$ cat src/rtl/imem_program_loader.sv
// imem_program_loader
//   Writer side of the MCU instruction-memory interface. Accepts framed bytes
//   (SYNC, LEN, ADDR, LEN data bytes, CSUM) over a valid/ready stream. Each data
//   byte is written into instruction memory, and the frame checksum is verified.
//   The MCU is held in reset until a frame loads with a good checksum. The
//   frame's start address is then presented as the boot PC.
//
//   Optional build macro: LOADER_TIMEOUT_EN
//     When it is defined, an inter-byte timeout of TIMEOUT_CYCLES aborts a
//     frame in progress and moves the loader to the error state.
module imem_program_loader #(
   parameter int unsigned                ADDR_WIDTH     = 8,
   parameter int unsigned                DATA_WIDTH     = 8,
   parameter logic [DATA_WIDTH-1:0]      SYNC_BYTE      = 8'hA5,
   parameter int unsigned                TIMEOUT_CYCLES = 1024
) (
   input  logic                  Clk,
   input  logic                  Reset,
   input  logic [DATA_WIDTH-1:0] s_data,
   input  logic                  s_valid,
   output logic                  s_ready,
   output logic                  im_we,
   output logic [ADDR_WIDTH-1:0] im_addr,
   output logic [DATA_WIDTH-1:0] im_wdata,
   output logic                  cpu_hold,
   output logic [ADDR_WIDTH-1:0] boot_pc,
   output logic                  done,
   output logic                  error
);

   // One extra bit so that LEN=0 can be held as the full 2**ADDR_WIDTH count
   localparam int unsigned CNT_W = ADDR_WIDTH + 1;

   typedef enum logic [2:0] {
      ST_IDLE,
      ST_LEN,
      ST_ADDR,
      ST_DATA,
      ST_CSUM,
      ST_DONE,
      ST_ERR
   } state_t;

   state_t                state, state_nxt;
   logic [CNT_W-1:0]      count, count_nxt;
   logic [DATA_WIDTH-1:0] sum, sum_nxt;
   logic [DATA_WIDTH-1:0] sum_add;
   logic [ADDR_WIDTH-1:0] wr_ptr, wr_ptr_nxt;
   logic [ADDR_WIDTH-1:0] frame_addr, frame_addr_nxt;
   logic                  we_nxt;
   logic [ADDR_WIDTH-1:0] addr_nxt;
   logic [DATA_WIDTH-1:0] wdata_nxt;
   logic                  hold_nxt;
   logic [ADDR_WIDTH-1:0] boot_nxt;
   logic                  done_nxt;
   logic                  error_nxt;
   logic                  xfer;
   logic                  is_sync;

`ifdef LOADER_TIMEOUT_EN
   localparam int unsigned TMO_W = $clog2(TIMEOUT_CYCLES + 1);
   logic [TMO_W-1:0]      tmo_cnt, tmo_cnt_nxt;
`endif

   assign xfer    = s_valid && s_ready;
   assign is_sync = (s_data == SYNC_BYTE);
   assign sum_add = sum + s_data;

   // State register
   always_ff @(posedge Clk or negedge Reset) begin
      if (!Reset) begin
         state <= ST_IDLE;
      end else begin
         state <= state_nxt;
      end
   end

   // Next-state logic plus next values for the datapath and the outputs
   always_comb begin
      state_nxt      = state;
      count_nxt      = count;
      sum_nxt        = sum;
      wr_ptr_nxt     = wr_ptr;
      frame_addr_nxt = frame_addr;
      we_nxt         = 1'b0;
      addr_nxt       = im_addr;
      wdata_nxt      = im_wdata;
      hold_nxt       = cpu_hold;
      boot_nxt       = boot_pc;
      done_nxt       = done;
      error_nxt      = error;
`ifdef LOADER_TIMEOUT_EN
      tmo_cnt_nxt    = '0;
`endif

      case (state)
         ST_IDLE, ST_DONE, ST_ERR: begin
            if (xfer && is_sync) begin
               state_nxt = ST_LEN;
               done_nxt  = 1'b0;
               error_nxt = 1'b0;
               hold_nxt  = 1'b1;
            end
         end

         ST_LEN: begin
            if (xfer) begin
               count_nxt = (s_data == '0) ? CNT_W'(2 ** ADDR_WIDTH) : CNT_W'(s_data);
               sum_nxt   = s_data;
               state_nxt = ST_ADDR;
            end
         end

         ST_ADDR: begin
            if (xfer) begin
               wr_ptr_nxt     = ADDR_WIDTH'(s_data);
               frame_addr_nxt = ADDR_WIDTH'(s_data);
               sum_nxt        = sum_add;
               state_nxt      = ST_DATA;
            end
         end

         ST_DATA: begin
            if (xfer) begin
               we_nxt     = 1'b1;
               addr_nxt   = wr_ptr;
               wdata_nxt  = s_data;
               wr_ptr_nxt = wr_ptr + 1'b1;
               sum_nxt    = sum_add;
               count_nxt  = count - 1'b1;
               if (count == CNT_W'(1)) begin
                  state_nxt = ST_CSUM;
               end
            end
         end

         ST_CSUM: begin
            if (xfer) begin
               if (sum_add == '0) begin
                  state_nxt = ST_DONE;
                  done_nxt  = 1'b1;
                  error_nxt = 1'b0;
                  hold_nxt  = 1'b0;
                  boot_nxt  = frame_addr;
               end else begin
                  state_nxt = ST_ERR;
                  done_nxt  = 1'b0;
                  error_nxt = 1'b1;
                  hold_nxt  = 1'b1;
               end
            end
         end

         default: begin
            state_nxt = ST_IDLE;
         end
      endcase

`ifdef LOADER_TIMEOUT_EN
      // Counts idle cycles inside a frame; an accepted byte always restarts it
      if (state == ST_LEN || state == ST_ADDR || state == ST_DATA || state == ST_CSUM) begin
         if (xfer) begin
            tmo_cnt_nxt = '0;
         end else if (tmo_cnt == TMO_W'(TIMEOUT_CYCLES - 1)) begin
            tmo_cnt_nxt = '0;
            state_nxt   = ST_ERR;
            done_nxt    = 1'b0;
            error_nxt   = 1'b1;
            hold_nxt    = 1'b1;
         end else begin
            tmo_cnt_nxt = tmo_cnt + 1'b1;
         end
      end
`endif
   end

   // Datapath and registered outputs
   always_ff @(posedge Clk or negedge Reset) begin
      if (!Reset) begin
         s_ready    <= 1'b0;
         count      <= '0;
         sum        <= '0;
         wr_ptr     <= '0;
         frame_addr <= '0;
         im_we      <= 1'b0;
         im_addr    <= '0;
         im_wdata   <= '0;
         cpu_hold   <= 1'b1;
         boot_pc    <= '0;
         done       <= 1'b0;
         error      <= 1'b0;
      end else begin
         s_ready    <= 1'b1;
         count      <= count_nxt;
         sum        <= sum_nxt;
         wr_ptr     <= wr_ptr_nxt;
         frame_addr <= frame_addr_nxt;
         im_we      <= we_nxt;
         im_addr    <= addr_nxt;
         im_wdata   <= wdata_nxt;
         cpu_hold   <= hold_nxt;
         boot_pc    <= boot_nxt;
         done       <= done_nxt;
         error      <= error_nxt;
      end
   end

`ifdef LOADER_TIMEOUT_EN
   // Inter-byte timeout counter
   always_ff @(posedge Clk or negedge Reset) begin
      if (!Reset) begin
         tmo_cnt <= '0;
      end else begin
         tmo_cnt <= tmo_cnt_nxt;
      end
   end
`endif

endmodule

$ cat config.mk
export PLATFORM = sky130hd
export DESIGN_NAME = imem_program_loader
export DESIGN_NICKNAME = d
export VERILOG_FILES = /design/src/rtl/imem_program_loader.sv
export SDC_FILE = /design/constraint.sdc
export NUM_CORES = 1
export LEC_CHECK = 0
export BUFFER_PORTS_ARGS = -buffer_cell sky130_fd_sc_hd__buf_2
export CORE_MARGIN = 2
export CORE_UTILIZATION = 26
export CTS_CLUSTER_SIZE = 12
export DETAILED_ROUTE_END_ITERATION = 7
export PLACE_DENSITY = 0.53
export SLEW_MARGIN = 20
export SYNTH_ARGS = -nofsm -noshare
export SYNTH_HDL_FRONTEND = slang
export SYNTH_SLANG_ARGS = --single-unit
$ cat constraint.sdc
create_clock -name Clk -period 4.88 [get_ports Clk]
set_input_delay 1.22 -clock Clk [delete_from_list [all_inputs] [get_ports Clk]]
set_output_delay 1.22 -clock Clk [all_outputs]
set_load 0.02 [all_outputs]
* Yosys cells after proc, flatten, opt, wreduce, memory -nomap -nowiden
Index checks and enable logic that the tools add are counted.
** Cells by class
- Eq/ne operators :: 15
- $mul :: 0
- Shift operators :: 0
- Magnitude comparators :: 0
- Multiplexer cells :: 28
- Bitwise gates (word level) :: 0
- Add/subtract/negate cells :: 3
- Reduce and logical (&&, ||, !) cells :: 19
- Div/mod/pow operators :: 0
** Operators by type and width (count)
- 8-bit one-hot mux with 2 select lines :: 2
- 9-bit two-way mux :: 3
- 8-bit two-way mux :: 3
- 3-bit two-way mux :: 6
- 9-bit one-hot mux with 2 select lines :: 1
- 8-bit logical NOT :: 2
- 3-bit one-hot mux with 5 select lines :: 1
- 3-bit AND reduction :: 5
- 2-bit != test, second input constant :: 6
- 3-bit == test, second input constant :: 3
- 9-bit by 1-bit == test with 1-bit output, second input constant :: 1
- 9-bit by 1-bit subtractor with 9-bit output, second input constant :: 1
- 8-bit by 1-bit adder with 8-bit output, second input constant :: 1
- 8-bit adder :: 1
- 8-bit == test, second input constant :: 1
- 1-bit two-way mux :: 8
- 2-bit nonzero test :: 4
- 3-bit by 2-bit == test with 1-bit output, second input constant :: 2
- 1-bit one-hot mux with 2 select lines :: 3
- 6-bit AND reduction :: 1
- 2-bit AND reduction :: 2
- 3-bit by 1-bit == test with 1-bit output, second input constant :: 1
- 3-bit logical NOT :: 1
- 3-bit OR reduction :: 1
- 4 further kinds :: 5
** Word-level totals
- Memories :: 0
- Register bits after elaboration :: 65
- Bits in latches :: 0
- Logic and storage cells :: 78
- Bits in read-only memories :: 0
- Input port bits :: 11
- RAM bits :: 0

* Logic depth before layout (Yosys ltp)
Gate-level depths: netlist of run 1.
- Depth after elaboration :: 5
- Gate-level depth with buffers :: 8
- Gate-level depth less buffers :: 8

* Worst setup path after synthesis of run 1
Ideal clock, no wire load.
- Path kind :: in2reg
- Start :: input port s_data[0]
- End :: register boot_pc[0]
- Library setup time :: 125 ps
- Cell stages on the path :: 8
- Data arrival time :: 3294 ps
- Buffers on the path :: 0
- Path slack :: 1461 ps
- Data required time :: 4755 ps
- Cells stage by stage :: ha_1 fa_1 a211oi_1 nor2_1 xor2_1 nor4_1 nand3_1 mux2_2
** Between the ends
- Word-level cells in the longest chain between the ends :: 3
** RTL lines
- start, declared :: RTL line 19 : input logic [DATA_WIDTH-1:0] s_data,
- 8-bit adder :: RTL line 67 : assign sum_add = sum + s_data;
- 8-bit logical NOT :: RTL line 139 : if (sum_add == '0) begin
- 3-bit AND reduction (no source line)
- end signal, assigned :: RTL line 202 : boot_pc <= boot_nxt;
- end, declared :: RTL line 26 : output logic [ADDR_WIDTH-1:0] boot_pc,
No other way between the ends.
A chain may end at the register's enable or synchronous reset.

* Worst setup path in the final report of run 1
- Start :: input port s_data[0]
- End :: register boot_pc[6]
Same word-level chain as after synthesis.

==> summary.md, run 1 <==
| Metric | Value |
|---|---|
| GRT Max-Usage Layer | met2 |
| Total area of multi-input combinational cells | 0.001603 mm2 |
| Tot Pwr | 2.588 mW |
| Via count of the first global-routing pass | 2532 |
| Leak Pwr | 1.802 nW |
| Clk root buf | sky130_fd_sc_hd__clkbuf_16 |
| Switching power | 0.9899 mW |
| Critical Path Slowest Stage Cell | sky130_fd_sc_hd__nand3_1 |
| Actual transition at the worst max-transition pin | 891.1 ps |
| Number of enable flip-flop cells after synthesis | 0 |
| Final Cycle Share | 75.54% |
| Largest stage delay, worst path | 460 ps |
| Syn avg cell area | 10.33 um2 |
| CTS resizes | 0 |
| Hold Vio Cnt, Final | 0 |
| Arrival time reported for the critical path endpoint | 3900 ps |
| Switching Fraction | 38.25% |
| Detail Route Antenna Nets | 0 |
| Register area share after synthesis | 48.64% |
| Count of H-tree levels built during CTS | 3 |
| Required time of the worst setup path | 5100 ps |
| Final worst-path setup slack | 1194 ps |
| Critical-path cell list | buf_2 -> ha_1 -> fa_1 -> a211oi_1 -> nor2_1 -> xor2_1 -> nor4_1 -> nand3_1 -> mux2_2 |
| TritonCTS buffer count | 9 |
| Shortest period the worst path allows | 3686 ps |
| Flops & latches, synth | 65 |
| Maximum net fanout on the critical path | 10 |
| Vias after detailed routing | 2576 |
| Part of the total power dissipated in combinational logic | 38.3% |
| HPWL Detailed | 5485 um |
| Design internal power | 1.598 mW |
| Buffers added on ports | 39 |
| Average via count per standard cell | 4.753 |
| Met2 track demand over resource in global routing | 18.17% |
| Worst-case vdd ir drop | 0.2965 mV |
| Clk sink count | 65 |
| Final GP Congestion | 0.8271 |
| Worst slew margin relative to its limit | 40.37% |
| Post-Synth Simple-Gate Area | 13.31% |
| Min-delay worst type | reg2reg |
| Portion of synthesized cell area occupied by the leading cell type | 47.85% |
| Synth Cell Area | 0.003347 mm2 |
| Number of rows created at floorplan | 41 |
| Number of fillers in the final layout | 1342 |
| Global-route congestion overflow total | 0 |
| Area growth, synth to finish | 20.00% |
| Count of buffers added by post-CTS timing repair for setup | 0 |
| Average wire length per cell after detail routing | 14.91 um |
| CP Capture Type | register |
| Post-synthesis instance total | 324 |
| Arithmetic-cell share of the synthesized area counting full adders, half adders and majority gates | 4.336% |
| Summed negative setup slack over all endpoints | 0 ps |
| Area taken by flip-flops and latches | 0.001628 mm2 |
| Fraction of layout instances using a drive strength above 1 | 26.76% |
| Portion of total power attributed to the clock network | 25.9% |
| Met3 Track Usage GR | 3.343% |
| Iter 0 DRT Violations | 136 |
| Cell family with the largest share of critical-path delay | simple AND/OR/NAND/NOR gates |
| Number of ports placed on the die boundary | 40 |
| Outcome | finished, final reports clean |
| Crit Path Category | in2reg |
| Post-route standard cell area excluding fillers | 0.004016 mm2 |
| Clk pin slew, worst setup/hold paths | 60 ps |
| Layout Skew | 8.264 ps |
| Pins Over Slew Limit | 0 |
| Height of the chip | 117.5 um |
| Overall die width | 117.5 um |
| Maximum number of buffers from clock root to sink | 2 |
| Top FF cell, synth | sky130_fd_sc_hd__dfrtp_1 |
| Commonest cells in the netlist | 64 x sky130_fd_sc_hd__dfrtp_1, 33 x sky130_fd_sc_hd__mux2_2, 32 x sky130_fd_sc_hd__nand2_1 |
| Antenna violations before repair | 0 |
| Share of cell area taken by muxes after synthesis | 13.20% |
| Share of power burned in registers | 35.8% |
| Final setup violation count | 0 |
| Max-capacitance violation count | 0 |
| Unrepaired setup endpoints after global routing | no |
| Synthesized-area fraction occupied by ao, oa, aoi and oai cells | 15.63% |
| Highest clock frequency the design can meet | 271.3 MHz |
| Area of the placeable core | 0.01262 mm2 |
| Main combinational cell family by area after synthesis | compound AO/OA/AOI/OAI gates |
| Diodes inserted | 0 |
| Buffering stage count on the worst path with inverters included | 1 |
| Xor/xnor cell area share of the yosys netlist | 1.308% |
| Sort of element at the start of the critical path | input pin |
| Global-route wire length before repair | 13570 um |
| Die outline area | 0.01380 mm2 |
| Dominant cell by count in the synthesized netlist | sky130_fd_sc_hd__dfrtp_1 |
| Insertion delay of the later-clocked pin in the worst-skew pair | 330 ps |
| Worst setup slack before clock tree synthesis | 854.3 ps |
| GR Util met1 | 17.72% |
| First-pass iteration count of the detailed router | 4 |
| Wirelength, routed | 8080 um |
| Clock tree from TritonCTS | yes |
| Leading area contributor after synthesis | sky130_fd_sc_hd__dfrtp_1 |
| Cell Pwr Density | 644.3 mW/mm2 |
| Final layout net count | 387 |
| Share of synthesized registers carrying an async set or reset | 100.0% |
| Area after detailed placement | 0.003701 mm2 |
| Total global-route track usage | 12.53% |
| Cell variety after synth | 47 |
| Yosys warning count | 0 |
| Count of unresolved DRC violations after routing | 0 |
| Pin count of the biggest net entering global routing | 66 |
| End-of-flow core utilization | 31.83% |
| Net count after synthesis | 346 |
| Hold bufs inserted after CTS | 0 |
| Cell types with the largest area share after synthesis | sky130_fd_sc_hd__dfrtp_1 48%, sky130_fd_sc_hd__mux2_2 11%, sky130_fd_sc_hd__o21ai_0 4.3% |
| Starting Density | 26.52% |
[cell usage in the layout, fill, tap and decap left out, types with 3 or more instances in the layout]
cell                        instances
sky130_fd_sc_hd__nand3_1            8
sky130_fd_sc_hd__buf_4              4
sky130_fd_sc_hd__nand2b_1           3
sky130_fd_sc_hd__nor3_1            11
sky130_fd_sc_hd__buf_2             39
sky130_fd_sc_hd__mux2i_1            7
sky130_fd_sc_hd__clkbuf_16          9
sky130_fd_sc_hd__inv_1              8
sky130_fd_sc_hd__mux2_2            33
sky130_fd_sc_hd__a21oi_1           26
sky130_fd_sc_hd__nand2_1           32
sky130_fd_sc_hd__nor4_1             3
sky130_fd_sc_hd__xor2_1             4
sky130_fd_sc_hd__o21ai_0           29
sky130_fd_sc_hd__a31oi_1            5
sky130_fd_sc_hd__ha_1              10
sky130_fd_sc_hd__a22o_1             3
sky130_fd_sc_hd__nor2_1            24
sky130_fd_sc_hd__dfrtp_1           64
sky130_fd_sc_hd__nor3b_1            3
sky130_fd_sc_hd__o22ai_1            4
[metrics by stage]
step | instances | hold WS, ps
finish | 542 | 471.0
global route | 542 | 504.6
CTS | 542 | 475.8
detailed placement | 526 | 466.8
global placement | 526 | 472.0
floorplan | 324 | 453.8
[power groups by stage]
stage                     registers [mW]  logic [mW]  clock network, mW
after floorplan                    0.969       0.710                  0
after global placement             0.928       0.980                  0
after detailed placement           0.932       0.996                  0
after CTS                          0.926        1.00              0.685
after global routing               0.965        1.12              0.712
final                              0.926       0.992              0.670
[worst min-delay path, stage by stage, from the launching register on]
cell and delay, ps:
sky130_fd_sc_hd__dfstp_2 360, sky130_fd_sc_hd__inv_1 40, sky130_fd_sc_hd__a21boi_0 60
[metal layers]
layer  up-vias  share of wire [%]
met5         -                  0
met4         0                2.2
met3        13                4.1
met2        59                 43
met1      1252                 51
li1       1252                  -
[registers in the layout (all words and copies together) (netlist names), 3 cells and up]
signal / cells
boot_pc: 8
wr_ptr: 8
count: 9
state: 3
frame_addr: 8
sum: 8
im_addr: 8
im_wdata: 8
[worst paths after layout]
| check | start | to | slack, ps | cells past startpoint |
|---|---|---|---|---|
| worst max-delay path | s_data[0] | boot_pc[6] | 1190 | 9 |
| worst min-delay path | cpu_hold | cpu_hold | 470 | 2 |
| worst max register to register | sum[0] | boot_pc[6] | 1890 | 8 |
| worst min register to register | cpu_hold | cpu_hold | 470 | 2 |
| max in group asynchronous | Reset | sum[6] | 3230 | 2 |
| min in group asynchronous | Reset | s_ready | 1050 | 2 |
[area by class of cell]
type	instances	share of cell area [%]
repair buffers	43	5.607
inverters	8	0.7477
clock buffers	11	6.293
flip-flops and latches	65	40.53
multi-input cells	238	39.91
well taps	172	5.358
clock inverters	5	1.558
[kinds of logic after synthesis]
family	after synthesis
flops	65
mux	40
xor+xnor	5
compound gates	86
fa+ha+maj	11
buf+inv	21
other cells	1
simple gates	95
Power figures use the tool's default switching activity.
==> inputs of run 2 (changes only) <==
==> constraint.sdc (replaced) <==
create_clock -name Clk -period 3.7 [get_ports Clk]
set_input_delay 0.925 -clock Clk [delete_from_list [all_inputs] [get_ports Clk]]
set_output_delay 0.925 -clock Clk [all_outputs]
set_load 0.02 [all_outputs]
==> run 2 against run 1 <==
Net effect: final cell count rose by 0.55%; core utilization shrank 0.079 points; sequential power grew 32%; clock-buffer cell count down 1; combinational power grew 34%; routed wire length about the same; sequential share of layout area up 0.10 points.
==> summary.md, run 2 (same netlist as run 1, synthesis figures left out) <==
| Metric | Value |
|---|---|
| Total global-route track usage | 12.58% (was 12.53%) |
| Clk pin slew, worst setup/hold paths | 50 ps (was 60 ps) |
| Insertion delay of the later-clocked pin in the worst-skew pair | 330 ps (about the same) |
| Worst hold-check slack | 473.9 ps (was 471.0 ps) |
| Required time of the worst setup path | 3910 ps (was 5100 ps) |
| Tot Pwr | 3.333 mW (was 2.588 mW) |
| Antenna violations before repair | 0 (unchanged) |
| Hold bufs inserted after CTS | 0 (unchanged) |
| Worst slew margin relative to its limit | 39.77% (was 40.37%) |
| Detail Route Antenna Nets | 0 (unchanged) |
| End point of the most critical hold path | cpu_hold (unchanged) |
| Area growth, synth to finish | 19.70% (was 20.00%) |
| CTS resizes | 0 (unchanged) |
| Average via count per standard cell | 4.683 (was 4.753) |
| Min-Delay Startpoint | cpu_hold (unchanged) |
| Clock tree from TritonCTS | yes (unchanged) |
| Pins Over Slew Limit | 0 (unchanged) |
| Shortest period the worst path allows | 3045 ps |
| Count of unresolved DRC violations after routing | 0 (unchanged) |
| Iter 0 DRT Violations | 106 (was 136) |
| Critical R2R Capture | boot_pc[1] (was boot_pc[6]) |
| Final Cycle Share | 82.28% |
| Unrepaired setup endpoints after global routing | no (unchanged) |
| Maximum number of buffers from clock root to sink | 2 (unchanged) |
| Number of ports placed on the die boundary | 40 (unchanged) |
| Number of fillers in the final layout | 1364 (was 1342) |
| Number of rows created at floorplan | 41 (unchanged) |
| Global-route congestion overflow total | 0 (unchanged) |
| Actual transition at the worst max-transition pin | 900.1 ps (was 891.1 ps) |
| Count of H-tree levels built during CTS | 3 (unchanged) |
| Crit Path Category | in2reg (unchanged) |
| Vias after detailed routing | 2552 (was 2576) |
| Clk root buf | sky130_fd_sc_hd__clkbuf_16 (unchanged) |
| Overall die width | 117.5 um (unchanged) |
| Starting Density | 26.52% (unchanged) |
| CP Capture Type | register (unchanged) |
| Count of buffers added by post-CTS timing repair for setup | 0 (unchanged) |
| Worst reg-to-reg setup slack | 1060 ps (was 1890 ps) |
| Clk sink count | 65 (unchanged) |
| Final GP Congestion | 0.8128 (was 0.8271) |
| Global-route wire length before repair | 13820 um (was 13570 um) |
| Final setup violation count | 0 (unchanged) |
| Depth of the worst hold-timing path | 2 (unchanged) |
| Commonest non-fill, non-tap cell in the layout | sky130_fd_sc_hd__dfrtp_1 (unchanged) |
| Max-capacitance violation count | 0 (unchanged) |
| Buffers added on ports | 39 (unchanged) |
| Leak Pwr | 1.806 nW (was 1.802 nW) |
| Worst-case vdd ir drop | 0.3303 mV (was 0.2965 mV) |
| TritonCTS buffer count | 9 (unchanged) |
| Commonest cells after routing, fill and taps aside | 64 x sky130_fd_sc_hd__dfrtp_1, 39 x sky130_fd_sc_hd__buf_2, 33 x sky130_fd_sc_hd__mux2_2 (unchanged) |
| Max FFs per register | 9 (unchanged) |
| Arrival time reported for the critical path endpoint | 3250 ps (was 3900 ps) |
| First-pass iteration count of the detailed router | 4 (unchanged) |
| Cell Pwr Density | 832.1 mW/mm2 (was 644.3 mW/mm2) |
| Min-delay worst type | reg2reg (unchanged) |
| Summed negative setup slack over all endpoints | 0 ps (unchanged) |
| Pin count of the biggest net entering global routing | 66 (unchanged) |
| Height of the chip | 117.5 um (unchanged) |
| Hold Vio Cnt, Final | 0 (unchanged) |
| FF-to-FF Start | sum[0] (unchanged) |
| Sort of element at the start of the critical path | input pin (unchanged) |
| Highest clock frequency the design can meet | 328.5 MHz |
| HPWL Detailed | 5596 um (was 5485 um) |
| Outcome | finished, final reports clean (unchanged) |
| Diodes inserted | 0 (unchanged) |
| Layout Skew | 6.857 ps (was 8.264 ps) |
| Maximum net fanout on the critical path | 10 (unchanged) |
| Area after detailed placement | 0.003724 mm2 (was 0.003701 mm2) |
| Final layout net count | 390 (was 387) |
| Wirelength, routed | 8072 um (was 8080 um) |
| Post-route standard cell area excluding fillers | 0.004006 mm2 (was 0.004016 mm2) |
| Average wire length per cell after detail routing | 14.81 um (was 14.91 um) |
| Die outline area | 0.01380 mm2 (unchanged) |
| Reg2Reg Depth | 9 (was 8) |
| Fraction of layout instances using a drive strength above 1 | 27.35% (was 26.76%) |
| Register name with the most flops | count (unchanged) |
| Area of the placeable core | 0.01262 mm2 (unchanged) |
| Via count of the first global-routing pass | 2660 (was 2532) |
-- run 2: cell count changes in the layout (fill, tap and decap cells not counted) --
cell                         delta
sky130_fd_sc_hd__bufinv_16      -1
sky130_fd_sc_hd__clkbuf_8       -1
sky130_fd_sc_hd__buf_4          +3
sky130_fd_sc_hd__clkinv_4       +2
sky130_fd_sc_hd__inv_6          -1
sky130_fd_sc_hd__clkinv_2       +2
sky130_fd_sc_hd__clkinvlp_4     -1
-- run 2: layer usage --
| metal | global-route usage [%] | vias to the layer above | wire length, um |
|---|---|---|---|
| li1 | - | 1259 | - |
| met3 | 3.101 | 10 | 310 |
| met1 | 16.89 | 1237 | 4027 |
| met5 | 0 | - | 0 |
| met4 | 4.066 | 0 | 124 |
| met2 | 19.99 | 46 | 3611 |
-- run 2: worst max-delay path, stage by stage --
cell                       delay (ps)
sky130_fd_sc_hd__buf_2            150
sky130_fd_sc_hd__ha_1             240
sky130_fd_sc_hd__fa_1             410
sky130_fd_sc_hd__a211oi_1         310
sky130_fd_sc_hd__nor2_1           100
sky130_fd_sc_hd__xor2_1           160
sky130_fd_sc_hd__nor4_1           350
sky130_fd_sc_hd__nand3_1          120
sky130_fd_sc_hd__buf_4            200
sky130_fd_sc_hd__mux2_2           270
-- run 2: how the worst max path moves through the flow --
stage                     startpoint    endpoint  slack (ps)  cells past startpoint
after global routing       s_data[0]  boot_pc[0]         500                     10
after CTS                  s_data[0]  boot_pc[1]         640                     10
after detailed placement   s_data[0]  boot_pc[0]         310                     10
after global placement     s_data[0]  boot_pc[4]         360                     10
final                      s_data[0]  boot_pc[1]         660                     10
after floorplan            s_data[0]  boot_pc[0]         580                      8
-- run 2: where the power goes --
part	internal (mW)	switching [mW]
clock network	0.472	0.312
registers	0.993	0.230
logic	0.564	0.762
-- run 2: metrics by stage --
step / setup slack (ps) / std cells / util, %
2_1_floorplan: 575.9 / 324 / -
3_3_place_gp: 364.3 / 529 / 29.51
3_5_place_dp: 307.4 / 529 / 29.51
4_1_cts: 641.4 / 545 / 31.75
5_1_grt: 496.2 / 545 / 31.75
6_report: 655.5 / 545 / 31.75
-- run 2: final cells by class --
class | instances | area [um2] | share of cell area [%]
sequential | 65 | 1628 | 40.63
timing repair buffer | 46 | 247.7 | 6.184
clock inverter | 6 | 43.79 | 1.093
clock buffer | 10 | 239.0 | 5.965
multi-input combinational | 238 | 1603 | 40.01
tap | 172 | 215.2 | 5.372
inverter | 8 | 30.03 | 0.7495
